### src/rtl/regfile_sb.sv
// Register file with N combinational read ports, one write port, optional
// write-to-read bypass and a per-register busy scoreboard for hazard checks.

module regfile_sb_rdport #(
    parameter int XLEN   = 32,
    parameter int NREG   = 32,
    parameter int AW     = 5,
    parameter int BYPASS = 1
) (
    input  logic                       rst,
    input  logic [AW-1:0]              raddr,
    input  logic                       we,
    input  logic [AW-1:0]              waddr,
    input  logic [XLEN-1:0]            wdata,
    input  logic [NREG-1:0][XLEN-1:0]  regs,
    input  logic [NREG-1:0]            busy,
    output logic [XLEN-1:0]            rdata,
    output logic                       rbusy
);
    logic fwd;

    always_comb begin
        fwd   = (BYPASS != 0) && we && (waddr == raddr);
        rdata = '0;
        rbusy = 1'b0;
        // x0 never forwards: raddr != 0 together with fwd implies waddr != 0
        if (!rst && raddr != '0) begin
            rdata = fwd ? wdata : regs[raddr];
            rbusy = busy[raddr] && !fwd;
        end
    end
endmodule

module regfile_sb #(
    parameter int              XLEN    = 32,
    parameter int              NREG    = 32,
    parameter int              AW      = $clog2(NREG),
    parameter int              NRD     = 2,
    parameter int              SP_IDX  = 2,
    parameter logic [XLEN-1:0] SP_INIT = 32'h0003_FFFC,
    parameter int              BYPASS  = 1
) (
    input  logic                CLK,
    input  logic                RST,
    input  logic                we,
    input  logic [AW-1:0]       waddr,
    input  logic [XLEN-1:0]     wdata,
    input  logic [NRD*AW-1:0]   raddr,
    output logic [NRD*XLEN-1:0] rdata,
    output logic [NRD-1:0]      rbusy,
    input  logic                issue,
    input  logic [AW-1:0]       issue_rd,
    output logic [NREG-1:0]     busy_vec
);
    logic [NREG-1:0][XLEN-1:0] regs_q, regs_d;
    logic [NREG-1:0]           busy_q, busy_d;

    always_comb begin
        regs_d = regs_q;
        busy_d = busy_q;
        if (we && waddr != '0) begin
            regs_d[waddr] = wdata;
            busy_d[waddr] = 1'b0;
        end
        // set after clear: a new producer issued in the writeback cycle wins
        if (issue && issue_rd != '0)
            busy_d[issue_rd] = 1'b1;
        regs_d[0] = '0;
        busy_d[0] = 1'b0;
    end

    always_ff @(posedge CLK) begin
        if (RST) begin
            for (int r = 0; r < NREG; r++)
                regs_q[r] <= (r == SP_IDX) ? SP_INIT : '0;
            busy_q <= '0;
        end else begin
            regs_q <= regs_d;
            busy_q <= busy_d;
        end
    end

    assign busy_vec = busy_q;

    for (genvar i = 0; i < NRD; i++) begin : g_rd
        regfile_sb_rdport #(
            .XLEN(XLEN), .NREG(NREG), .AW(AW), .BYPASS(BYPASS)
        ) u_rd (
            .rst  (RST),
            .raddr(raddr[i*AW +: AW]),
            .we   (we),
            .waddr(waddr),
            .wdata(wdata),
            .regs (regs_q),
            .busy (busy_q),
            .rdata(rdata[i*XLEN +: XLEN]),
            .rbusy(rbusy[i])
        );
    end
endmodule

### config.mk
export PLATFORM = sky130hd
export DESIGN_NAME = regfile_sb
export DESIGN_NICKNAME = d
export VERILOG_FILES = /design/src/rtl/regfile_sb.sv
export SDC_FILE = /design/constraint.sdc
export NUM_CORES = 2
export LEC_CHECK = 0
export CAP_MARGIN = 40
export CORE_ASPECT_RATIO = 0.6
export CORE_MARGIN = 2
export CORE_UTILIZATION = 40
export DETAILED_ROUTE_END_ITERATION = 7
export PLACE_DENSITY = 0.58
export SYNTH_ARGS = -nofsm -noshare
export SYNTH_HDL_FRONTEND = slang
export SYNTH_HIERARCHICAL = 1
export SYNTH_SLANG_ARGS = --single-unit
export TNS_END_PERCENT = 20
### constraint.sdc
create_clock -name CLK -period 2.7 [get_ports CLK]
set_clock_uncertainty 0.1 [all_clocks]
set_input_delay 0.675 -clock CLK [delete_from_list [all_inputs] [get_ports CLK]]
set_output_delay 0.675 -clock CLK [all_outputs]
set_load 0.02 [all_outputs]
======== Yosys cells after proc, flatten, opt, wreduce, memory -nomap -nowiden ========
Index checks and enable logic that the tools add are counted.
word-level totals
  bits in registers ....................... 1056
cells by class
  magnitude comparators ................... 6
  equality and inequality tests ........... 2
  multiplexer cells ....................... 23
  bitwise logic cells ..................... 3
  reduce and logical (&&, ||, !) cells .... 17
operators by type and width
  kind                                                         number
  bitwise mux 1024 bit                                         1
  binary-select mux 32 bit (select 5 bit)                      2
  two-way mux 32 bit                                           9
  demux 32 bit (select 5 bit)                                  1
  AND 32 bit                                                   1
  NOT 32 bit                                                   1
  OR 32 bit                                                    1
  less-than comparator 5 x 6 -> 1 bit (second input constant)  4
  nonzero test 5 bit                                           4
  binary-select mux 1 bit (select 5 bit)                       2
  demux 1 bit (select 5 bit)                                   2
  == test 5 bit                                                2
  >= comparator 5 x 1 -> 1 bit (second input constant)         2
  logical AND 1 bit                                            10
  two-way mux 1 bit                                            6
  zero test 1 bit                                              3

======== Logic depth before layout (Yosys ltp) ========
  depth in word-level cells ............... 9
  depth in mapped cells ................... 9

======== By module ========
Netlist, hierarchy kept.
by module, submodules not included
  module             instances  cells each  area an instance (um^2)  sequential area each (um^2)
  regfile_sb         1          3785        39034.9                  20479.6
  regfile_sb_rdport  2          822         8978.6                   0.0

======== Least setup slack after synthesis ========
Ideal clock, no wire load.
  kind .................................... input to output
  from .................................... input raddr[1]
  to ...................................... output rdata[13]
  arrival time ............................ 2.246 ns
  required time ........................... 1.925 ns
  slack ................................... -0.321 ns
  stages .................................. 7
  buffers on the path ..................... 3
  cell sequence ........................... buf_2 -> buf_4 -> clkbuf_1 -> mux4_2 -> a22oi_1 -> a21oi_1 -> a211o_1
between the ends
  word-level cells in the longest chain between the ends .. 4
  elaborated cells between the ends (all ways) .. 8
RTL lines
  what                                                                           RTL line  RTL
  start: declaration                                                             48        input logic [NRD*AW-1:0] raddr,
  binary-select mux 32 bit (select 5 bit) or == test 5 bit (tied branches)       28, 23
  two-way mux 32 bit (implied by the code) or logical AND 1 bit (tied branches)  28, 23
  two-way mux 32 bit                                                             28        rdata = fwd ? wdata : regs[raddr];
  two-way mux 32 bit (*)                                                         27        if (!rst && raddr != '0) begin
  end: declaration                                                               49        output logic [NRD*XLEN-1:0] rdata,
Every way passes the cells marked *; elsewhere a longest branch is shown, timed or not. The select of a mux whose other input is x is not followed.

======== Worst setup path in the final report ========
  from .................................... input raddr[0]
  to ...................................... output rdata[30]
The elaborated chain is that of the path after synthesis.

==> metrics.txt <==
Post-Layout Inst Area=approximately 74,000 µm²; Mapped Cells=between 5,000 and 6,000; fmax=roughly 280 MHz; leakage power=between 0.03 and 0.04 µW; post-synthesis adder-cell area fraction=0; die area=roughly 150,000 µm²; CTS tree=done; crit path DAT=about 2.8 ns; Initial DRC Count=5,947; Hold Path Class=reg -> reg; register share of total power=0.433; cell total after placement=7,656; remaining antenna violation count after routing=0; clk buf depth=3; # rows=107; area of the multi-input gates=between 30,000 and 40,000 µm²; Final Max Slew Viols=0; final setup violating endpoints=66; Fin Hold WS=just under 0.4 ns; power per cell area=~480 nW/µm²; placed inst area=66,800 µm²; Wirelength per Cell=slightly below 30 µm; Starting Density=0.4024; drt pass-1 iters=8; total congestion overflow=0; max cap viols=0; Pint=around 26,000 µW; Sw Pwr=between 9000 and 10,000 µW; clock share of power=0.415; status=complete, but fails checks; global-route wire length before repair=between 300,000 and 400,000 µm; combinational share of power=0.152; GPL Wtd Cong=a little over 0.9; min cycle time layout=about 3.5 ns; DP HPWL=around 150,000 µm; Syn Std Cell Area=56,990 µm²; FF/Latch Area=20,480 µm²; Synth Area in XOR/XNOR=0.001537; switching share of power=0.2735; CP startpoint kind=input pin; CTS buffer count=99; vias in the first global route=47,980; EDFF count, synth=0; clk_lat worst skew=approximately 0.73 ns; Finished Layout Cells=between 7,000 and 8,000; # clock sinks=between 1,000 and 1,500; Sum Neg Setup Slack=-47.09 ns; clock root cell=clkbuf_16; total number of vias=49,450; DRC Markers=0; sequential element share of the synthesized area=0.3593; r2r setup slk=approximately 1.6 ns; RSZ-0062 raised after global routing=yes; Fill cells=around 12,000; die extent in x=around 490 µm; number of port buffers=~150; failing checks=negative setup slack; Synth Warn #=6; layout cells sized above 1=0.2955; Die Y=between 200 and 300 µm; Synth Area per Inst=~10 µm²; FF+latch count, synth=1,023; maximum VDD drop=~0.46 mV; nets=6,027; routed wire length=230,800 µm; Simple-Gate Fraction of Synth Area=0.1218; Vias per Instance=6.215; Slew Limit Headroom=0.2685; post-synthesis compound-gate area fraction=0.1206; CP Class=in -> out; worst setup margin=-0.8304 ns; post-synthesis mux area share=0.3434; Post-CTS Hold Buffers=0; Worst Path Required=1.92 ns; kind of end point of the critical path=output port; initial antenna violation count=3; Placeable Area=between 100,000 and 150,000 µm²; Async S/R FF share, synth=0; worst slew pin tran=1.097 ns; largest family of logic cells by synthesized area=multiplexers; period utilization=1.308; total power=around 35,000 µW; clock transition at the registers of the reported paths=roughly 0.060 ns; largest net degree at the start of global routing=208; IO Pins=roughly 150; dominant synthesized flop cell=dfxtp_1; synth unique cells=53; Area growth syn-to-layout=29.64%; CP Max Fanout=7; H-tree depth=3; final hold vios=0; total global-route track usage=0.3058
## power by group through the flow
| stage | logic (µW) | registers, µW | clock network [µW] |
|---|---|---|---|
| detailed placement | 4530 | 15600 | 0 |
| global placement | 4520 | 15600 | 0 |
| finish | 5380 | 15300 | 14700 |
| global route | 5510 | 15300 | 15300 |
| floorplan | 2420 | 15600 | 0 |
| CTS | 5160 | 15300 | 14800 |
## metrics by stage
stage          utilization  setup slack [ns]
6_report            0.5216           -0.8304
5_1_grt             0.5216           -0.8467
4_1_cts             0.5178           -0.7869
3_5_place_dp        0.4716            -1.803
3_3_place_gp        0.4716            -1.864
2_1_floorplan            -           -0.2490
## flip-flops by register name, indices dropped and copies added (netlist names)
register,cells
busy_vec,31
regs_q,992
## final timing paths
| path | start | endpoint | cells after the start |
|---|---|---|---|
| max | raddr[0] | rdata[30] | 10 |
| min | regs_q[508]$_SDFFE_PP0P_ | regs_q[508]$_SDFFE_PP0P_ | 2 |
| max reg2reg | busy_vec[1]$_SDFF_PP0_ | busy_vec[1]$_SDFF_PP0_ | 4 |
| min reg2reg | regs_q[508]$_SDFFE_PP0P_ | regs_q[508]$_SDFFE_PP0P_ | 2 |
## logic make-up after synthesis
kind of cell,Yosys count
AOI/OAI and AO/OA,1082
xor gates and xnor gates,10
buffers and inverters,630
DFF,1023
muxes,1514
other,1
and+or+nand+nor,1169
## critical path: stages
cell,delay [ns]
buf_16,0.15
buf_12,0.16
buf_12,0.15
buf_8,0.13
buf_6,0.13
mux4_2,0.32
mux2i_1,0.09
mux4_2,0.53
a21oi_4,0.24
buf_6,0.15
## cells in the mapped netlist (37+ instances only)
cell,number,share of area
mux2i_1,1172,0.21
dfxtp_1,1023,0.36
nand2b_1,802,0.088
clkbuf_1,389,0.026
a21oi_1,332,0.029
mux4_2,306,0.12
o21ai_0,274,0.024
nand3_1,216,0.019
a221oi_1,174,0.027
buf_2,133,0.012
a22oi_1,126,0.017
o21ai_1,68,0.0060
a211o_1,60,0.0092
nor2_1,47,0.0031
buf_4,37,0.0049
## cell type report
type,count,area share
Multi-Input combinational cell,3842,0.4841
Sequential cell,1023,0.2772
Timing Repair Buffer,993,0.1611
Clock buffer,146,0.03961
Tap cell,1907,0.03229
Clock inverter,32,0.004877
Inverter,12,0.0007112
Antenna cell,2,0.00006774
## cells in the final DEF (no fill, tap or decap), types with 61 or more instances in the layout
master and n:
a21oi_1 280, a221oi_1 71, a221oi_2 104, a22oi_1 65, a22oi_2 61, buf_12 255, buf_4 507, buf_6 81
clkbuf_16 106, clkdlybuf4s50_1 67, conb_1 67, dfxtp_1 1021, mux2i_1 1152, mux4_2 329, nand2b_1 800, nand3_1 216
o21ai_0 242, o21ai_1 67
## layer usage
layer	GRT usage	part of all wire	vias to the layer above	routed length (µm)
li1	-	-	21140	-
met1	0.4550	0.45	24900	102800
met2	0.4298	0.41	2960	93910
met3	0.07897	0.12	451	26930
met4	0.09096	0.031	0	7244
met5	0	0	-	0
## timing repair
| action | CTS | global route |
|---|---|---|
| endpoints found under the setup margin | 66 | 68 |
| gates cloned | 22 | 5 |
| buffers inserted | 110 | 13 |
| pin swaps | 127 | 55 |
| gates resized for setup | 752 | 128 |
Power figures use the tool's default switching activity.
